<file path="config.mk">
export PLATFORM = sky130hd
export DESIGN_NAME = win_sequencer_flat
export DESIGN_NICKNAME = d
export VERILOG_FILES = /design/src/rtl/win_sequencer_pkg.sv /design/src/rtl/win_sequencer_if.sv /design/src/rtl/win_sequencer_vsync_edge.sv /design/src/rtl/win_sequencer.sv /design/src/flat_wrapper.sv
export SDC_FILE = /design/constraint.sdc
export NUM_CORES = 1
export LEC_CHECK = 0
export BUFFER_PORTS_ARGS = -buffer_cell sky130_fd_sc_hd__buf_2
export CORE_ASPECT_RATIO = 0.5
export CORE_UTILIZATION = 35
export CTS_CLUSTER_SIZE = 10
export DETAILED_ROUTE_END_ITERATION = 12
export HOLD_SLACK_MARGIN = 0.12
export PLACE_DENSITY = 0.61
export REMOVE_ABC_BUFFERS = 1
export SETUP_SLACK_MARGIN = 0.5
export SKIP_LAST_GASP = 1
export SLEW_MARGIN = 20
export SYNTH_ARGS = -nofsm -noshare
export SYNTH_HDL_FRONTEND = slang
export SYNTH_SLANG_ARGS = --single-unit
export TNS_END_PERCENT = 100
</file>
<file path="constraint.sdc">
create_clock -name clk -period 3.7 [get_ports clk]
set_input_delay 0.185 -clock clk [delete_from_list [all_inputs] [get_ports clk]]
set_output_delay 0.185 -clock clk [all_outputs]
set_load 0.02 [all_outputs]
</file>
<file path="src/rtl/win_sequencer_pkg.sv">
// Shared encodings for the win overlay sequencer: FSM states, board indices, score helper.
package win_sequencer_pkg;

  typedef enum logic [2:0] {
    ST_PLAY       = 3'd0,
    ST_ANNOUNCE   = 3'd1,
    ST_WAIT_KEY   = 3'd2,
    ST_RESTART    = 3'd3,
    ST_WAIT_CLEAR = 3'd4
  } state_t;

  typedef logic [2:0] board_t;
  typedef logic [3:0] score_t;

  localparam board_t BOARD_R_WIN_DEF = 3'd1;
  localparam board_t BOARD_L_WIN_DEF = 3'd5;
  localparam board_t BOARD_START_DEF = 3'd3;
  localparam score_t SCORE_MAX       = 4'd15;

  // Win tally stops at the top of its range instead of wrapping back to zero.
  function automatic score_t sat_inc(input score_t v);
    return (v == SCORE_MAX) ? v : v + 4'd1;
  endfunction

endpackage

</file>
<file path="src/rtl/win_sequencer_if.sv">
// Game-logic / overlay-facing signal bundle of the win sequencer.
interface win_sequencer_if
  import win_sequencer_pkg::*;
  ();
  logic   vsync_in;
  board_t board_in;
  logic   continue_btn;
  logic   match_clear;
  logic   win_active;
  logic   winner;
  logic   sign_visible;
  logic   crown_visible;
  logic   round_restart;
  score_t score_l;
  score_t score_r;

  modport master (
    output vsync_in, board_in, continue_btn, match_clear,
    input  win_active, winner, sign_visible, crown_visible, round_restart, score_l, score_r
  );

  modport slave (
    input  vsync_in, board_in, continue_btn, match_clear,
    output win_active, winner, sign_visible, crown_visible, round_restart, score_l, score_r
  );
endinterface

</file>
<file path="src/rtl/win_sequencer_vsync_edge.sv">
// Frame tick generator: one-clk pulse one clk after each vsync rising edge.
module vsync_edge (
  input  logic clk,
  input  logic reset,
  input  logic i_vsync,
  output logic o_tick
);
  logic r_vs_q;
  logic r_vs_qq;

  always_ff @(posedge clk or posedge reset) begin
    if (reset) begin
      r_vs_q  <= 1'b0;
      r_vs_qq <= 1'b0;
    end else begin
      r_vs_q  <= i_vsync;
      r_vs_qq <= r_vs_q;
    end
  end

  assign o_tick = r_vs_q & ~r_vs_qq;
endmodule

</file>
<file path="src/rtl/win_sequencer.sv">
// Round-end controller: declares the winner, blinks the WIN sign, tallies scores,
// then restarts the round on continue or timeout and re-arms once the board is fresh.
module win_sequencer
  import win_sequencer_pkg::*;
#(
  parameter board_t BOARD_R_WIN     = BOARD_R_WIN_DEF,
  parameter board_t BOARD_L_WIN     = BOARD_L_WIN_DEF,
  parameter board_t BOARD_START     = BOARD_START_DEF,
  parameter int     ANNOUNCE_FRAMES = 120,
  parameter int     BLINK_FRAMES    = 15,
  parameter int     TIMEOUT_FRAMES  = 600,
  parameter int     CNT_W           = 10
) (
  input  logic            clk,
  input  logic            reset,
  win_sequencer_if.slave  bus
);
  localparam logic [CNT_W-1:0] ANN_LAST   = CNT_W'(ANNOUNCE_FRAMES - 1);
  localparam logic [CNT_W-1:0] BLINK_LAST = CNT_W'(BLINK_FRAMES - 1);
  localparam logic [CNT_W-1:0] TO_LAST    = CNT_W'(TIMEOUT_FRAMES - 1);
  localparam logic [CNT_W-1:0] CNT_ONE    = CNT_W'(1);

  state_t           r_state, w_state_nxt;
  logic [CNT_W-1:0] r_frame_cnt, w_frame_nxt;
  logic [CNT_W-1:0] r_blink_cnt, w_blink_nxt;
  logic             r_win_active, w_win_active_nxt;
  logic             r_winner, w_winner_nxt;
  logic             r_sign, w_sign_nxt;
  logic             r_crown, w_crown_nxt;
  logic             r_restart, w_restart_nxt;
  score_t           r_score_l, w_score_l_nxt;
  score_t           r_score_r, w_score_r_nxt;
  logic             r_btn_q;
  logic             w_tick;
  logic             w_btn_rise;
  logic             w_win_r;
  logic             w_win_l;

  vsync_edge u_vsync_edge (
    .clk     (clk),
    .reset   (reset),
    .i_vsync (bus.vsync_in),
    .o_tick  (w_tick)
  );

  assign w_btn_rise = bus.continue_btn & ~r_btn_q;
  assign w_win_r    = (bus.board_in == BOARD_R_WIN);
  assign w_win_l    = (bus.board_in == BOARD_L_WIN);

  always_ff @(posedge clk or posedge reset) begin
    if (reset) begin
      r_state      <= ST_PLAY;
      r_frame_cnt  <= '0;
      r_blink_cnt  <= '0;
      r_win_active <= 1'b0;
      r_winner     <= 1'b0;
      r_sign       <= 1'b0;
      r_crown      <= 1'b0;
      r_restart    <= 1'b0;
      r_score_l    <= '0;
      r_score_r    <= '0;
      r_btn_q      <= 1'b0;
    end else begin
      r_state      <= w_state_nxt;
      r_frame_cnt  <= w_frame_nxt;
      r_blink_cnt  <= w_blink_nxt;
      r_win_active <= w_win_active_nxt;
      r_winner     <= w_winner_nxt;
      r_sign       <= w_sign_nxt;
      r_crown      <= w_crown_nxt;
      r_restart    <= w_restart_nxt;
      r_score_l    <= w_score_l_nxt;
      r_score_r    <= w_score_r_nxt;
      r_btn_q      <= bus.continue_btn;
    end
  end

  always_comb begin
    w_state_nxt      = r_state;
    w_frame_nxt      = r_frame_cnt;
    w_blink_nxt      = r_blink_cnt;
    w_win_active_nxt = r_win_active;
    w_winner_nxt     = r_winner;
    w_sign_nxt       = r_sign;
    w_crown_nxt      = r_crown;
    w_restart_nxt    = 1'b0;
    w_score_l_nxt    = r_score_l;
    w_score_r_nxt    = r_score_r;

    unique case (r_state)
      ST_PLAY: begin
        if (w_tick && (w_win_r || w_win_l)) begin
          w_state_nxt      = ST_ANNOUNCE;
          w_winner_nxt     = w_win_r;
          w_win_active_nxt = 1'b1;
          w_sign_nxt       = 1'b1;
          w_crown_nxt      = 1'b1;
          w_frame_nxt      = '0;
          w_blink_nxt      = '0;
          if (w_win_r) w_score_r_nxt = sat_inc(r_score_r);
          else         w_score_l_nxt = sat_inc(r_score_l);
        end
      end
      ST_ANNOUNCE: begin
        if (w_tick) begin
          // End of the announcement overrides the blink phase: sign is left on.
          if (r_frame_cnt == ANN_LAST) begin
            w_state_nxt = ST_WAIT_KEY;
            w_sign_nxt  = 1'b1;
            w_frame_nxt = '0;
            w_blink_nxt = '0;
          end else begin
            w_frame_nxt = r_frame_cnt + CNT_ONE;
            if (r_blink_cnt == BLINK_LAST) begin
              w_sign_nxt  = ~r_sign;
              w_blink_nxt = '0;
            end else begin
              w_blink_nxt = r_blink_cnt + CNT_ONE;
            end
          end
        end
      end
      ST_WAIT_KEY: begin
        if (w_btn_rise || (w_tick && (r_frame_cnt == TO_LAST))) begin
          w_state_nxt      = ST_RESTART;
          w_restart_nxt    = 1'b1;
          w_win_active_nxt = 1'b0;
          w_sign_nxt       = 1'b0;
          w_crown_nxt      = 1'b0;
          w_frame_nxt      = '0;
        end else if (w_tick) begin
          w_frame_nxt = r_frame_cnt + CNT_ONE;
        end
      end
      ST_RESTART: begin
        w_state_nxt = ST_WAIT_CLEAR;
      end
      ST_WAIT_CLEAR: begin
        // Holding here until the board is fresh keeps the stale winning board from re-triggering.
        if (bus.board_in == BOARD_START) w_state_nxt = ST_PLAY;
      end
      default: begin
        w_state_nxt = ST_PLAY;
      end
    endcase

    if (bus.match_clear) begin
      w_score_l_nxt = '0;
      w_score_r_nxt = '0;
    end
  end

  assign bus.win_active    = r_win_active;
  assign bus.winner        = r_winner;
  assign bus.sign_visible  = r_sign;
  assign bus.crown_visible = r_crown;
  assign bus.round_restart = r_restart;
  assign bus.score_l       = r_score_l;
  assign bus.score_r       = r_score_r;
endmodule

</file>
<file path="src/flat_wrapper.sv">
// flat-port wrapper written by rule: the top's interface ports become plain ports
module win_sequencer_flat import win_sequencer_pkg::*;
#(
  parameter board_t BOARD_R_WIN     = BOARD_R_WIN_DEF,
  parameter board_t BOARD_L_WIN     = BOARD_L_WIN_DEF,
  parameter board_t BOARD_START     = BOARD_START_DEF,
  parameter int     ANNOUNCE_FRAMES = 120,
  parameter int     BLINK_FRAMES    = 15,
  parameter int     TIMEOUT_FRAMES  = 600,
  parameter int     CNT_W           = 10
)
  (clk, reset, bus_vsync_in, bus_board_in, bus_continue_btn, bus_match_clear, bus_win_active, bus_winner, bus_sign_visible, bus_crown_visible, bus_round_restart, bus_score_l, bus_score_r);
  win_sequencer_if bus_i ();
  input  logic clk;
  input  logic reset;
  input wire logic [$bits(bus_i.vsync_in)-1:0] bus_vsync_in;
  input wire logic [$bits(bus_i.board_in)-1:0] bus_board_in;
  input wire logic [$bits(bus_i.continue_btn)-1:0] bus_continue_btn;
  input wire logic [$bits(bus_i.match_clear)-1:0] bus_match_clear;
  output wire logic [$bits(bus_i.win_active)-1:0] bus_win_active;
  output wire logic [$bits(bus_i.winner)-1:0] bus_winner;
  output wire logic [$bits(bus_i.sign_visible)-1:0] bus_sign_visible;
  output wire logic [$bits(bus_i.crown_visible)-1:0] bus_crown_visible;
  output wire logic [$bits(bus_i.round_restart)-1:0] bus_round_restart;
  output wire logic [$bits(bus_i.score_l)-1:0] bus_score_l;
  output wire logic [$bits(bus_i.score_r)-1:0] bus_score_r;
  assign bus_i.vsync_in = bus_vsync_in;
  assign bus_i.board_in = bus_board_in;
  assign bus_i.continue_btn = bus_continue_btn;
  assign bus_i.match_clear = bus_match_clear;
  assign bus_win_active = bus_i.win_active;
  assign bus_winner = bus_i.winner;
  assign bus_sign_visible = bus_i.sign_visible;
  assign bus_crown_visible = bus_i.crown_visible;
  assign bus_round_restart = bus_i.round_restart;
  assign bus_score_l = bus_i.score_l;
  assign bus_score_r = bus_i.score_r;
  win_sequencer #(.BOARD_R_WIN(BOARD_R_WIN), .BOARD_L_WIN(BOARD_L_WIN), .BOARD_START(BOARD_START), .ANNOUNCE_FRAMES(ANNOUNCE_FRAMES), .BLINK_FRAMES(BLINK_FRAMES), .TIMEOUT_FRAMES(TIMEOUT_FRAMES), .CNT_W(CNT_W)) u_core (.clk(clk), .reset(reset), .bus(bus_i));
endmodule
</file>
Word-level counts from Yosys, hierarchy flattened
Index checks and enable logic that the tools add are counted.
- add/subtract/negate cells: 4
- eq/ne operators: 22
- multiplexer cells: 35
- bitwise logic cells: 5
- reductions and logical operators: 19
- operators with widths (kind ; number):
    two-way mux 10 bit ; 8
    two-way mux 4 bit ; 10
    case mux 10 bit (3 select lines) ; 1
    adder 10 x 1 -> 10 bit, second input constant ; 2
    case mux 10 bit (2 select lines) ; 1
    two-way mux 3 bit ; 5
    case mux 3 bit (5 select lines) ; 1
    AND reduction 4 bit ; 3
    equality test 10 bit, second input constant ; 1
    equality test 10 x 4 -> 1 bit, second input constant ; 1
    equality test 10 x 7 -> 1 bit, second input constant ; 1
    != test 2 x 1 -> 1 bit, second input constant ; 5
    AND reduction 5 bit ; 2
    nonzero test 2 bit ; 5
    equality test 3 x 2 -> 1 bit, second input constant ; 3
    adder 4 x 1 -> 4 bit, second input constant ; 2
    equality test 4 bit, second input constant ; 2
    two-way mux 1 bit ; 7
    equality test 3 x 1 -> 1 bit, second input constant ; 2
    equality test 3 bit, second input constant ; 2
    != test 2 bit, second input constant ; 3
    != test 3 x 1 -> 1 bit, second input constant ; 2
    AND reduction 3 bit ; 2
    zero test 3 bit ; 1
    other kinds (8) ; 13
- register bits: 38
- input port bits: 8

Longest topological paths before layout
- depth in word-level cells: 6
- mapped depth: 7
- mapped depth without buffers: 6

Modules after synthesis
From an unflattened synthesis, not the netlist that was laid out.
- cell total of the unflattened synthesis: 226
- area total of the unflattened synthesis: 2074.5 um^2
- modules (own cells, without submodules) (module ; instances ; cells an instance ; area an instance (um^2)):
    win_sequencer ; 1 ; 222 ; 2006.9
    vsync_edge ; 1 ; 4 ; 67.6

Worst setup path after synthesis
Ideal clock, no wire load.
- path kind: reg-to-reg
- start: register u_core.r_state[1]
- end: register u_core.r_score_l[3] (netlist: u_core.bus.score_l[3])
- library setup time: 0.078 ns
- arrival: 2.128 ns
- data required time: 3.622 ns
- slack: 1.494 ns
- cell stages (with the launch flop): 7
- path buffers: 2
- path through: dfrtp_1 -> buf_6 -> or4b_4 -> or4b_1 -> clkbuf_2 -> or3_1 -> a21oi_1
- cells in the longest elaborated chain, start to end: 3
- RTL lines (what ; line ; text):
    start: declaration ; win_sequencer.sv:23 ; state_t r_state, w_state_nxt;
    start signal: assignment ; win_sequencer.sv:64 ; r_state <= w_state_nxt;
    zero test 3 bit ; win_sequencer.sv:90 ; unique case (r_state)
    nonzero test 2 bit (no source line) ; n/a ;
    AND reduction 4 bit (no source line) ; n/a ;
    end signal: assignment ; win_sequencer.sv:72 ; r_score_l <= w_score_l_nxt;
    end: declaration ; win_sequencer.sv:31 ; score_t r_score_l, w_score_l_nxt;
No other way between the ends.
A chain may end at the register's enable or synchronous reset.

Final worst setup path
- start: register u_core.r_state[1]
- end: register u_core.r_frame_cnt[0]
- cells in the longest elaborated chain, start to end: 3
- RTL lines (what ; line ; text):
    equality test 3 x 2 -> 1 bit (tied with other cells) ; win_sequencer.sv:90 ;
    != test 3 x 1 -> 1 bit (no source line) (tied with other cells) ; n/a ;
    AND reduction 4 bit (no source line) ; n/a ;
    end signal: assignment ; win_sequencer.sv:65 ; r_frame_cnt <= w_frame_nxt;
    end: declaration ; win_sequencer.sv:24 ; logic [CNT_W-1:0] r_frame_cnt, w_frame_nxt;
Several ways; a longest one is shown, not always the timed one.

==> flow_summary.toml <==
[drt]
drcViolationCount = 0
antenna_left = 0
routed_wl_mm = 4.28
vias = 1704
routedWlPerCell_um = 13.4
firstDrtPassIters = 4
drt_iter0_drc = 71
viasPerCell = 5.34

[place]
hpwl_mm = 2.95
place.port_buffers = 20
place.gp.congestion = 0.787

[floorplan]
die_w_um = 111
rows = 19
initial_core_util_pct = 36.9
die-area_sq_um = 6220
core_sq_um = 5590
boundaryPins = 21
die_h_um = 56.3

[clock_network]
ctsResizeCount = 0
cts_num_sinks = 38
postCtsHoldBufs = 3
cts_buffer_depth = 2
cts_buffers = 5
path_clk_slew_ps = 60
root_buffer = "clkbuf_16"
insertion_delay_ps = 280
postCtsSetupBuffers = 0
tritoncts = "built"
cts-htree-levels = 2

[worst_setup_path]
r2r-end = "u_core.r_frame_cnt[0]"
startpoint = "u_core.r_state[1]"
critPathMaxFanout = 10
worstPathRequired_ps = 3870
r2r.worst_path.cells = 5
reg2reg_slack_ps = 1360
cp-endpoint = "u_core.r_frame_cnt[0]"
start_kind = "register"
cp-end-kind = "register"
r2r-start = "u_core.r_state[1]"
crit_arrival_ps = 2500
critPathKind = "register to register"

[final_layout]
seq_area_sq_um = 951
diodes = 0
area_growth_pct = 17.2
fill_cells = 538
nNetsFinal = 258
multiInputGateArea_sq_um = 1030
drive_gt1_share_pct = 15.4

[logic_synthesis]
yosysTopAreaCellShare_pct = 46.1
yosys_warnings = 0
synth_cell_types = 52
synth_seq_cells = 38
synth-xor-area-share_pct = 2.13
synth_edf_count = 0
synth-adder-area-share_pct = 3.04
syn_area_sq_um = 2060
synthSimpleGateAreaFrac_pct = 25.6
synth.area.mux_share_pct = 1.52
ys_top_cells_by_area = "dfrtp_1, nand2_1, nor2_1"
yosys.area.top_type = "dfrtp_1"
async_reset_ff_share_pct = 100
ys_seq_area_share_pct = 46.1
avgSynthCellArea_sq_um = 9.32
ys.flop_type = "dfrtp_1"
synth_top_family_by_area = "simple AND/OR/NAND/NOR gates"
synth_compound_area_share_pct = 18.0
synthCells = 221

[timing]
finalHoldViolCount = 0
final.setup_skew_ps = 5.83
max_freq_mhz = 428
rsz0062_at_grt = "false"
slew_viol_final = 0
relSlewSlack_pct = 51.5
period_share_pct = 63.1
fin_setup_tns_ps = 0
layout_min_cycle_time_ps = 2340
setup_viol = 0
tightest_slew_ps = 721

[power]
seq_power_share_pct = 43.8
p_leak_nw = 1.06
ir_worst_vdd_uv = 213
internal_power_uw = 903
pwr-share-comb_pct = 19.1
swShare_pct = 29.3
cellPowerDensity_nw_per_um2 = 529
clockPowerShare_pct = 37.1
p_sw_uw = 375
power.total_mw = 1.28

[global_route]
grt_max_degree = 39
grt_first_pass_wirelength_mm = 7.22
grtUsageTotal_pct = 14.8
grt_antenna_before_repair = 0
grt_pass1_vias = 1600
overflow = 0

[status]
status = "finished clean"

[hold_path]
hold_path_class = "primary input to register"

[job]
maxCapViolCount = 0
## synth_stat cells (2+ instances only)
library cell,n
a21boi_0,2
a21o_1,5
a21oi_1,10
a22o_1,7
and2_1,2
and3_1,4
buf_2,2
clkbuf_1,2
dfrtp_1,38
ha_1,5
inv_1,8
mux2i_1,2
nand2_1,25
nand2b_1,3
nand3_1,11
nand4_1,8
nor2_1,21
nor2b_1,4
nor3_1,2
nor3b_1,2
nor4_1,2
o21ai_0,13
o22ai_1,3
o311ai_0,3
o31ai_1,2
or2_2,3
or3_1,3
or3b_2,2
xnor2_1,2
xor2_1,3
## worst max-delay path, stage by stage (launching register included)
cell,delay (ps)
dfrtp_1,490
nor3b_1,500
nand2_1,250
o22ai_2,440
nor2_1,230
mux2_2,310
## sequential cells by signal, summed over array words and instances (netlist names), 3 cells and up
register	flops
u_core.bus.score_l	4
u_core.r_frame_cnt	10
u_core.r_state	3
u_core.r_blink_cnt	10
u_core.bus.score_r	4
## metal layers
layer	vias up	share of wire [%]	global-route usage [%]
li1	853	-	-
met1	814	51	20.0
met2	33	44	22.4
met3	4	3.8	3.89
met4	0	0.86	6.86
met5	-	0	0
## placed cells by master (no fill, tap or decap), types with 4 or more instances in the layout
cell / synthesis / routed
and3_1: 4 / 4
o21ai_0: 13 / 13
ha_1: 5 / 5
inv_1: 8 / 8
clkbuf_16: 0 / 5
a21o_1: 5 / 5
nor2b_1: 4 / 4
nand4_1: 8 / 8
buf_2: 2 / 20
nand2_1: 25 / 25
a21oi_1: 10 / 10
a22o_1: 7 / 7
nor2_1: 21 / 21
nand3_1: 11 / 11
dfrtp_1: 38 / 38
## cells by family (layout without fill, tap and decap cells)
logic type	Yosys count	after routing
mux	3	3
fa+ha+maj	5	5
xor+xnor	5	5
compound gates	54	54
simple gates	100	100
flops	38	38
buf+inv	16	41
## power groups by stage
| stage | registers, mW | clock network, mW | logic, mW |
|---|---|---|---|
| detailed placement | 0.566 | 0 | 0.240 |
| global placement | 0.565 | 0 | 0.238 |
| global route | 0.571 | 0.504 | 0.279 |
| finish | 0.560 | 0.474 | 0.244 |
| floorplan | 0.561 | 0 | 0.167 |
| CTS | 0.559 | 0.487 | 0.245 |
## through the flow
step	hold WS, ps	setup slack [ps]	utilization [%]	area (sq um)	instances
6_report	138	1360	43.2	2410	319
5_1_grt	158	1080	43.2	2410	319
3_3_place_gp	293	1440	39.8	2220	308
2_1_floorplan	216	1540	-	2020	213
3_5_place_dp	295	1410	39.8	2220	308
4_1_cts	140	1360	43.2	2410	319
## final cells by class
type	instances	area share [%]
clock buffers	7	5.49
clock inverters	1	1.24
inverters	8	1.24
multi-input cells	167	42.8
flip-flops and latches	38	39.4
well taps	73	3.78
repair buffers	25	6.01
## how the worst min path moves through the flow
| stage | slack, ps | depth (start not counted) | to | startpoint |
|---|---|---|---|---|
| final | 140 | 2 | u_core.bus.winner | bus_board_in[2] |
| after global routing | 160 | 2 | u_core.bus.winner | bus_board_in[2] |
| after CTS | 140 | 2 | u_core.bus.winner | bus_board_in[2] |
| after detailed placement | 300 | 1 | u_core.u_vsync_edge.r_vs_q | bus_vsync_in |
| after global placement | 290 | 1 | u_core.u_vsync_edge.r_vs_q | bus_vsync_in |
| after floorplan | 220 | 0 | u_core.r_btn_q | bus_continue_btn |
(Power assumes the default switching activity.)
